[config.mk]
export PLATFORM = sky130hd
export DESIGN_NAME = count_edge_capture
export DESIGN_NICKNAME = d
export VERILOG_FILES = /design/src/rtl/capture_pkg.sv /design/src/rtl/capture_fifo.sv /design/src/rtl/count_edge_capture.sv
export SDC_FILE = /design/constraint.sdc
export NUM_CORES = 1
export LEC_CHECK = 0
export ABC_AREA = 1
export CAP_MARGIN = 40
export CORE_MARGIN = 2
export CORE_UTILIZATION = 46
export DETAILED_ROUTE_END_ITERATION = 12
export GPL_ROUTABILITY_DRIVEN = 1
export PLACE_DENSITY_LB_ADDON = 0.08
export SKIP_LAST_GASP = 1
export SYNTH_ARGS = -nofsm -noshare
export SYNTH_HDL_FRONTEND = slang
export SYNTH_SLANG_ARGS = --single-unit
[constraint.sdc]
create_clock -name clk -period 4.35 [get_ports clk]
set_input_delay 0.87 -clock clk [delete_from_list [all_inputs] [get_ports clk]]
set_output_delay 0.87 -clock clk [all_outputs]
set_load 0.02 [all_outputs]
[src/rtl/capture_pkg.sv]
// Shared sizing constants for the count edge-capture slice.
package capture_pkg;

  localparam int CAP_DATA_W = 32;
  localparam int CAP_DEPTH  = 8;
  localparam int CAP_ADDR_W = 3;
  localparam int CAP_DROP_W = 16;

  typedef logic [CAP_DATA_W-1:0] cap_data_t;
  typedef logic [CAP_DROP_W-1:0] cap_drop_t;

endpackage

[src/rtl/capture_fifo.sv]
// Show-ahead synchronous FIFO: rd_data always presents the head entry.
// Pointers carry one extra wrap bit so full and empty can be told apart.
module capture_fifo
  import capture_pkg::*;
#(
  parameter int DATA_W = CAP_DATA_W,
  parameter int DEPTH  = CAP_DEPTH,
  parameter int ADDR_W = CAP_ADDR_W
) (
  input  logic              clk,
  input  logic              rst,
  input  logic              push,
  input  logic              pop,
  input  logic [DATA_W-1:0] wr_data,
  output logic [DATA_W-1:0] rd_data,
  output logic              empty,
  output logic              full,
  output logic [ADDR_W:0]   fill
);

  localparam logic [ADDR_W:0] PTR_ONE = (ADDR_W + 1)'(1);

  logic [ADDR_W:0]   wr_ptr_q, wr_ptr_d;
  logic [ADDR_W:0]   rd_ptr_q, rd_ptr_d;
  logic [DATA_W-1:0] mem_q [DEPTH];
  logic [DATA_W-1:0] mem_d [DEPTH];
  logic              do_pop;

  assign empty  = (wr_ptr_q == rd_ptr_q);
  assign full   = (wr_ptr_q[ADDR_W] != rd_ptr_q[ADDR_W]) &&
                  (wr_ptr_q[ADDR_W-1:0] == rd_ptr_q[ADDR_W-1:0]);
  assign fill   = wr_ptr_q - rd_ptr_q;
  assign do_pop = pop & ~empty;

  // Forced to zero when empty so the head reads 0 straight out of reset.
  assign rd_data = empty ? '0 : mem_q[rd_ptr_q[ADDR_W-1:0]];

  always_comb begin
    wr_ptr_d = wr_ptr_q;
    rd_ptr_d = rd_ptr_q;
    mem_d    = mem_q;
    if (push) begin
      mem_d[wr_ptr_q[ADDR_W-1:0]] = wr_data;
      wr_ptr_d                    = wr_ptr_q + PTR_ONE;
    end
    if (do_pop) begin
      rd_ptr_d = rd_ptr_q + PTR_ONE;
    end
  end

  always_ff @(posedge clk or posedge rst) begin
    if (rst) begin
      wr_ptr_q <= '0;
      rd_ptr_q <= '0;
    end else begin
      wr_ptr_q <= wr_ptr_d;
      rd_ptr_q <= rd_ptr_d;
    end
  end

  always_ff @(posedge clk) begin
    mem_q <= mem_d;
  end

endmodule

[src/rtl/count_edge_capture.sv]
// Timestamps rising edges of y with count, queues stamps, flags drops (ovf).
// Define CAPTURE_DROP_CNT_EN to add the saturating drop_cnt output.
module count_edge_capture
  import capture_pkg::*;
#(
  parameter int DATA_W = CAP_DATA_W,
  parameter int DEPTH  = CAP_DEPTH,
  parameter int ADDR_W = CAP_ADDR_W
) (
  input  logic              clk,
  input  logic              rst,
  input  logic              y,
  input  logic [DATA_W-1:0] count,
  input  logic              cap_en,
  output logic              out_valid,
  input  logic              out_ready,
  output logic [DATA_W-1:0] out_data,
  output logic [ADDR_W:0]   fill,
  output logic              ovf,
`ifdef CAPTURE_DROP_CNT_EN
  output logic [CAP_DROP_W-1:0] drop_cnt,
`endif
  input  logic              ovf_clr
);

  logic y_q, y_d;
  logic ovf_q, ovf_d;
  logic edge_det, pop, push, drop;
  logic fifo_empty, fifo_full;

  assign edge_det  = y & ~y_q & cap_en;
  assign out_valid = ~fifo_empty;
  assign pop       = out_valid & out_ready;
  // A simultaneous pop frees the slot, so a full FIFO can still accept.
  assign push      = edge_det & (~fifo_full | pop);
  assign drop      = edge_det & fifo_full & ~pop;
  assign ovf       = ovf_q;

  capture_fifo #(
    .DATA_W (DATA_W),
    .DEPTH  (DEPTH),
    .ADDR_W (ADDR_W)
  ) u_fifo (
    .clk     (clk),
    .rst     (rst),
    .push    (push),
    .pop     (pop),
    .wr_data (count),
    .rd_data (out_data),
    .empty   (fifo_empty),
    .full    (fifo_full),
    .fill    (fill)
  );

  always_comb begin
    y_d   = y;
    ovf_d = ovf_q;
    if (drop) begin
      ovf_d = 1'b1;
    end else if (ovf_clr) begin
      ovf_d = 1'b0;
    end
  end

  // y_q resets high so a y already high when reset releases is not an edge.
  always_ff @(posedge clk or posedge rst) begin
    if (rst) begin
      y_q   <= 1'b1;
      ovf_q <= 1'b0;
    end else begin
      y_q   <= y_d;
      ovf_q <= ovf_d;
    end
  end

`ifdef CAPTURE_DROP_CNT_EN
  localparam cap_drop_t DROP_ONE = CAP_DROP_W'(1);

  logic [CAP_DROP_W-1:0] drop_cnt_q, drop_cnt_d;

  assign drop_cnt = drop_cnt_q;

  always_comb begin
    drop_cnt_d = drop_cnt_q;
    if (ovf_clr) begin
      drop_cnt_d = drop ? DROP_ONE : '0;
    end else if (drop && (drop_cnt_q != '1)) begin
      drop_cnt_d = drop_cnt_q + DROP_ONE;
    end
  end

  always_ff @(posedge clk or posedge rst) begin
    if (rst) begin
      drop_cnt_q <= '0;
    end else begin
      drop_cnt_q <= drop_cnt_d;
    end
  end
`endif

endmodule
# After elaboration in Yosys (flattened, before gate mapping)
# Cells that the tools add are included.
word_totals:
  register_bits: 266
  out_inout_bits: 38
  word_cells: 47
classes:
  n_eq_ne: 3
  n_reduce_logical: 3
  mux: 9
  order_cmp: 3
  add_sub_neg: 3
  bitwise_logic: 14
ops:
  columns: ["operator", "n"]
  rows:
  - ["256-bit bitwise mux", 1]
  - ["32-bit 2-to-1 mux", 4]
  - ["32-bit binary-select mux with 3-bit select", 1]
  - ["32-bit demux with 3-bit select", 1]
  - ["4-bit by 1-bit adder with 4-bit output, second input constant", 2]
  - ["4-bit >= comparator, second input constant", 2]
  - ["3-bit NOT with 4-bit output", 2]
  - ["1-bit bitwise AND", 7]
  - ["4-bit == test", 1]
  - ["4-bit by 1-bit less-than comparator with 1-bit output, second input constant", 1]
  - ["1-bit NOT", 4]
  - ["4-bit subtractor", 1]
  - ["3-bit == test", 1]
  - ["1-bit logical AND", 2]
  - ["1-bit 2-to-1 mux", 2]
  - ["2-bit nonzero test", 1]
  - ["1-bit inequality test", 1]
  - ["1-bit OR", 1]

# Longest topological paths before layout
# Gate-level depths: netlist (run 1).
depth:
  depth_word: 6
  depth_mapped: 11

# By module
# From an unflattened synthesis (run 1), not the netlist that was laid out.
hier_totals:
  cells_unflattened: 1196
  hier_area_um2: 11955.2
modules_own_cells:
  columns: ["module", "seq_area_each_um2", "cells_each", "instances", "area_each_um2"]
  rows:
  - ["capture_fifo", 7887.6, 1181, 1, 11841.4]
  - ["count_edge_capture", 51.3, 15, 1, 113.9]

# Worst setup path before layout (run 1)
# OpenSTA, ideal clock, no wires.
synth_timing:
  kind: "register to register"
  startpoint: "register u_fifo.rd_ptr_q[2]"
  endpoint: "register u_fifo.mem_q[100] (netlist bit) (enable)"
  path_buffers: 3
  setup_slack_ns: 0.896
  period_less_slack_ns: 3.454
  arrival_ns: 3.033
  setup_time_ns: 0.421
  required_ns: 3.929
  stages_incl_launch_ff: 11
  path_cell_list: "dfrtp_1 > clkbuf_1 > buf_2 > buf_2 > inv_1 > ha_1 > nand2_1 > nor3_1 > nand2_1 > nand3_1 > nor2_1"
synth_via:
  elab_chain_len: 5
  elab_cells_between_ends: 8
synth_rtl:
  columns: ["item", "line", "text"]
  rows:
  - ["start, declared", "capture_fifo.sv:24", "logic [ADDR_W:0] rd_ptr_q, rd_ptr_d;"]
  - ["start signal, assigned", "capture_fifo.sv:57", "rd_ptr_q <= rd_ptr_d;"]
  - ["4-bit == test or 3-bit == test (tied branches)", "capture_fifo.sv:29, capture_fifo.sv:31", null]
  - ["1-bit NOT or 1-bit logical AND (tied branches)", "count_edge_capture.sv:32, capture_fifo.sv:30", null]
  - ["1-bit bitwise AND or 1-bit NOT (tied branches)", "count_edge_capture.sv:33, count_edge_capture.sv:35", null]
  - ["1-bit OR *", "count_edge_capture.sv:35", "assign push = edge_det & (~fifo_full | pop);"]
  - ["1-bit bitwise AND *", "count_edge_capture.sv:35", null]
  - ["end signal, assigned", "capture_fifo.sv:62", "mem_q <= mem_d;"]
  - ["end, declared", "capture_fifo.sv:25", "logic [DATA_W-1:0] mem_q [DEPTH];"]
# Every way passes the cells marked *; elsewhere a longest branch is shown, timed or not.
# A chain may end at the register's enable or synchronous reset.

# Final worst setup path (run 1)
layout_timing:
  startpoint: "register u_fifo.rd_ptr_q[0]"
  endpoint: "output out_data[7]"
layout_via:
  elab_chain_len: 5
  elab_cells_between_ends: 6
layout_rtl:
  columns: ["item", "line", "text"]
  rows:
  - ["3-bit NOT with 4-bit output (not written as such)", "capture_fifo.sv:36", "assign rd_data = empty ? '0 : mem_q[rd_ptr_q[ADDR_W-1:0]];"]
  - ["32-bit binary-select mux with 3-bit select", "capture_fifo.sv:36", null]
  - ["32-bit 2-to-1 mux (not written as such) (2 in a row)", "capture_fifo.sv:36", null]
  - ["32-bit 2-to-1 mux *", "capture_fifo.sv:36", null]
  - ["end, declared", "count_edge_capture.sv:17", "output logic [DATA_W-1:0] out_data,"]
# Every way passes the cells marked *; elsewhere a longest branch is shown, timed or not. The select of a mux whose other input is x is not followed.

==> results_dict.tcl, run 1 <==
set metrics [dict create \
    synth_area_sq_mm 0.0119 \
    postSynthCellCount 1205 \
    rsz0062_at_grt "no" \
    cts_tree "yes" \
    post_cts_resized 0 \
    cts_hold_buf 0 \
    pwr-share-seq_pct 32.5 \
    viasPerCell 4.81 \
    pre_cts_ws_ps 1020 \
    hold_ws_ps 520 \
    power_density_mw_per_mm2 663 \
    cp.buffers_inverters 3 \
    gp_congestion 0.768 \
    ys_seq_area_share_pct 66.6 \
    setup_violations 0 \
    start_kind "flip-flop" \
    die_w_um 165 \
    stdcell_area_sq_mm 0.0141 \
    crit_fanout 37 \
    pwr-share-comb_pct 40.9 \
    p_sw_w 0.00346 \
    power_frac_clock_pct 26.6 \
    core_area_sq_mm 0.0253 \
    fin_crit_ps 3840 \
    worst_ep_arrival_time_ps 2970 \
    critPathKind "reg2out" \
    cpMaxStageDelayCell "dfrtp_4" \
    ys_types 23 \
    mostFrequentLayoutCell "nand2_1" \
    h-tree-depth 1 \
    max_stage_delay_ps 630 \
    slew_headroom_pct 57.8 \
    yosysTopAreaCell "edfxtp_1" \
    grt_max_degree 109 \
    status "finished clean" \
    syn_area_per_cell_sq_um 9.90 \
    die-area_sq_mm 0.0272 \
    fin_worst_skew_ps 17.8 \
    end_kind "output pin" \
    post_cts.repair.setup_buffers 0 \
    path_cells "inv_4, buf_4, nand2_1, nand3_1, nand2_1, nor2_1, nor2_1, clkdlybuf4s50_1" \
    routed-via-count 7839 \
    internal-power_w 0.00588 \
    clock_latency_ps 550 \
    dieHeight_um 165 \
    cap_violations 0 \
    portBuffers 75 \
    final_util_pct 55.6 \
    synth.net_count 1249 \
    wl_per_cell_um 16.1 \
    fin_setup_tns_ps 0 \
    final_max_slew_viol_count 0 \
    first_pass_iters 5 \
    cts.reportedPaths.clkPinSlew_ps 60 \
    antenna_cells 0 \
    ios 76 \
    rows 58 \
    area_growth_pct 18.0 \
    cp_top_family "buffers and inverters" \
    grt_pass1_vias 7474 \
    grt_pass1_wl_mm 40.8 \
    yosys-top-cells-area "edfxtp_1, nand2_1, inv_1" \
    clk_path_buf_depth 3 \
    routed_wl_mm 26.3 \
    drive_gt1_share_pct 5.84 \
    grt_overflow_total 0 \
    p_sw_share_pct 37.0 \
    ys_seq_elements 266 \
    cts.sinks 266 \
    synth_top_area_share_pct 64.5 \
    tightest_slew_ps 632 \
    hp-class "reg2reg" \
    antenna_found_initial 1 \
    max_clock_freq_mhz 260 \
    yosysWarnings 0 \
    grt_use_total_pct 19.6 \
    placed_cell_area_sq_mm 0.0131 \
    nets 1321 \
    drt.antenna.violating_nets 0 \
    worst_slack_ps 506 \
    dp_hpwl_mm 14.4 \
    period_share_pct 88.4 \
    cts-root-buf "clkbuf_16" \
    cp_data_required_time_ps 3480 \
    drc 0 \
    peakVddDrop_v 0.000447 \
    leakage_nw 6.24 \
    cts_buffers 30 \
    layout_common_cells "nand2_1, inv_1, edfxtp_1" \
    drt_iter0_drc 504 \
    start_util_pct 47.1 \
    hold_viol 0 \
]
[per-stage QoR]
stage,cells,power (W)
floorplan,1205,0.00551
detailed placement,1575,0.00695
global route,1631,0.00988
global placement,1572,0.00687
finish,1631,0.00933
CTS,1631,0.00944
[per-layer routing]
metal  global-route usage [%]  part of all wire (%)  routed length, um
met1                     26.5                    45              11800
met2                     33.9                    49              13000
met3                     2.39                   4.2               1100
met4                     4.55                   1.6                413
met5                        0                     0                  0
[power by group through the flow]
stage               combinational [W]  clock, W  sequential [W]
finish                        0.00382   0.00248         0.00303
CTS                           0.00388   0.00253         0.00303
global placement              0.00378         0         0.00308
detailed placement            0.00386         0         0.00309
floorplan                     0.00249         0         0.00302
global route                  0.00420   0.00263         0.00305
[final timing paths]
check	start	endpoint	slack [ps]	cells past startpoint
setup / recovery	u_fifo.rd_ptr_q[0]	out_data[7]	510	8
hold / removal	u_fifo.rd_ptr_q[3]	u_fifo.rd_ptr_q[3]	520	2
max in group asynchronous	rst	u_fifo.rd_ptr_q[0]	3410	2
min in group asynchronous	rst	u_fifo.wr_ptr_q[2]	610	2
setup reg to reg	u_fifo.rd_ptr_q[0]	u_fifo.mem_q[71]	1650	7
hold reg to reg	u_fifo.rd_ptr_q[3]	u_fifo.rd_ptr_q[3]	520	2
[worst register-to-register path, cell delays in order (launching register included)]
cell and delay (ps):
dfrtp_4 630, ha_1 340, inv_1 80, nor3_1 70, nand2_1 160, nand2_2 240
nor2_4 570, buf_4 330
[area by class of cell]
class / count / area (sq um)
Fill cell: 2241 / 11200
Sequential cell: 266 / 7950
Multi-Input combinational cell: 615 / 2690
Timing Repair Buffer: 96 / 1050
Inverter: 268 / 1010
Clock buffer: 34 / 766
Tap cell: 330 / 413
Clock inverter: 22 / 205
[synthesized netlist by cell type (all sizes together)]
master,count
nor3,1
xnor2,3
o21ai,3
nand2,350
dfstp,1
ha,5
xor2,2
inv,268
edfxtp,256
nand3,173
a21oi,1
dfrtp,9
nor2,75
fa,1
nand4,1
buf,49
clkbuf,7
[cell families (layout without fill, tap and decap cells)]
kind of cell,after synthesis,count (layout),synth area share [%]
fa+ha+maj,6,6,0.692
flops,266,266,66.6
xor+xnor,5,5,0.367
compound gates,4,4,0.168
simple gates,600,600,20.8
buf+inv,324,420,11.4
[registers in the layout, summed over array words and instances, names as in the netlist]
signal,cells
ovf,1
u_fifo.mem_q,256
u_fifo.wr_ptr_q,4
y_q,1
u_fifo.rd_ptr_q,4
Power figures use the tool's default switching activity.
==> inputs of run 2 (changes only) <==
--- a/config.mk
+++ b/config.mk
@@ -13,6 +13,7 @@
 export GPL_ROUTABILITY_DRIVEN = 1
 export PLACE_DENSITY_LB_ADDON = 0.08
 export SKIP_LAST_GASP = 1
+export SLEW_MARGIN = 20
 export SYNTH_ARGS = -nofsm -noshare
 export SYNTH_HDL_FRONTEND = slang
 export SYNTH_SLANG_ARGS = --single-unit
==> results of run 2 <==
Final layout, timing and power as in run 1 (identical DEF).
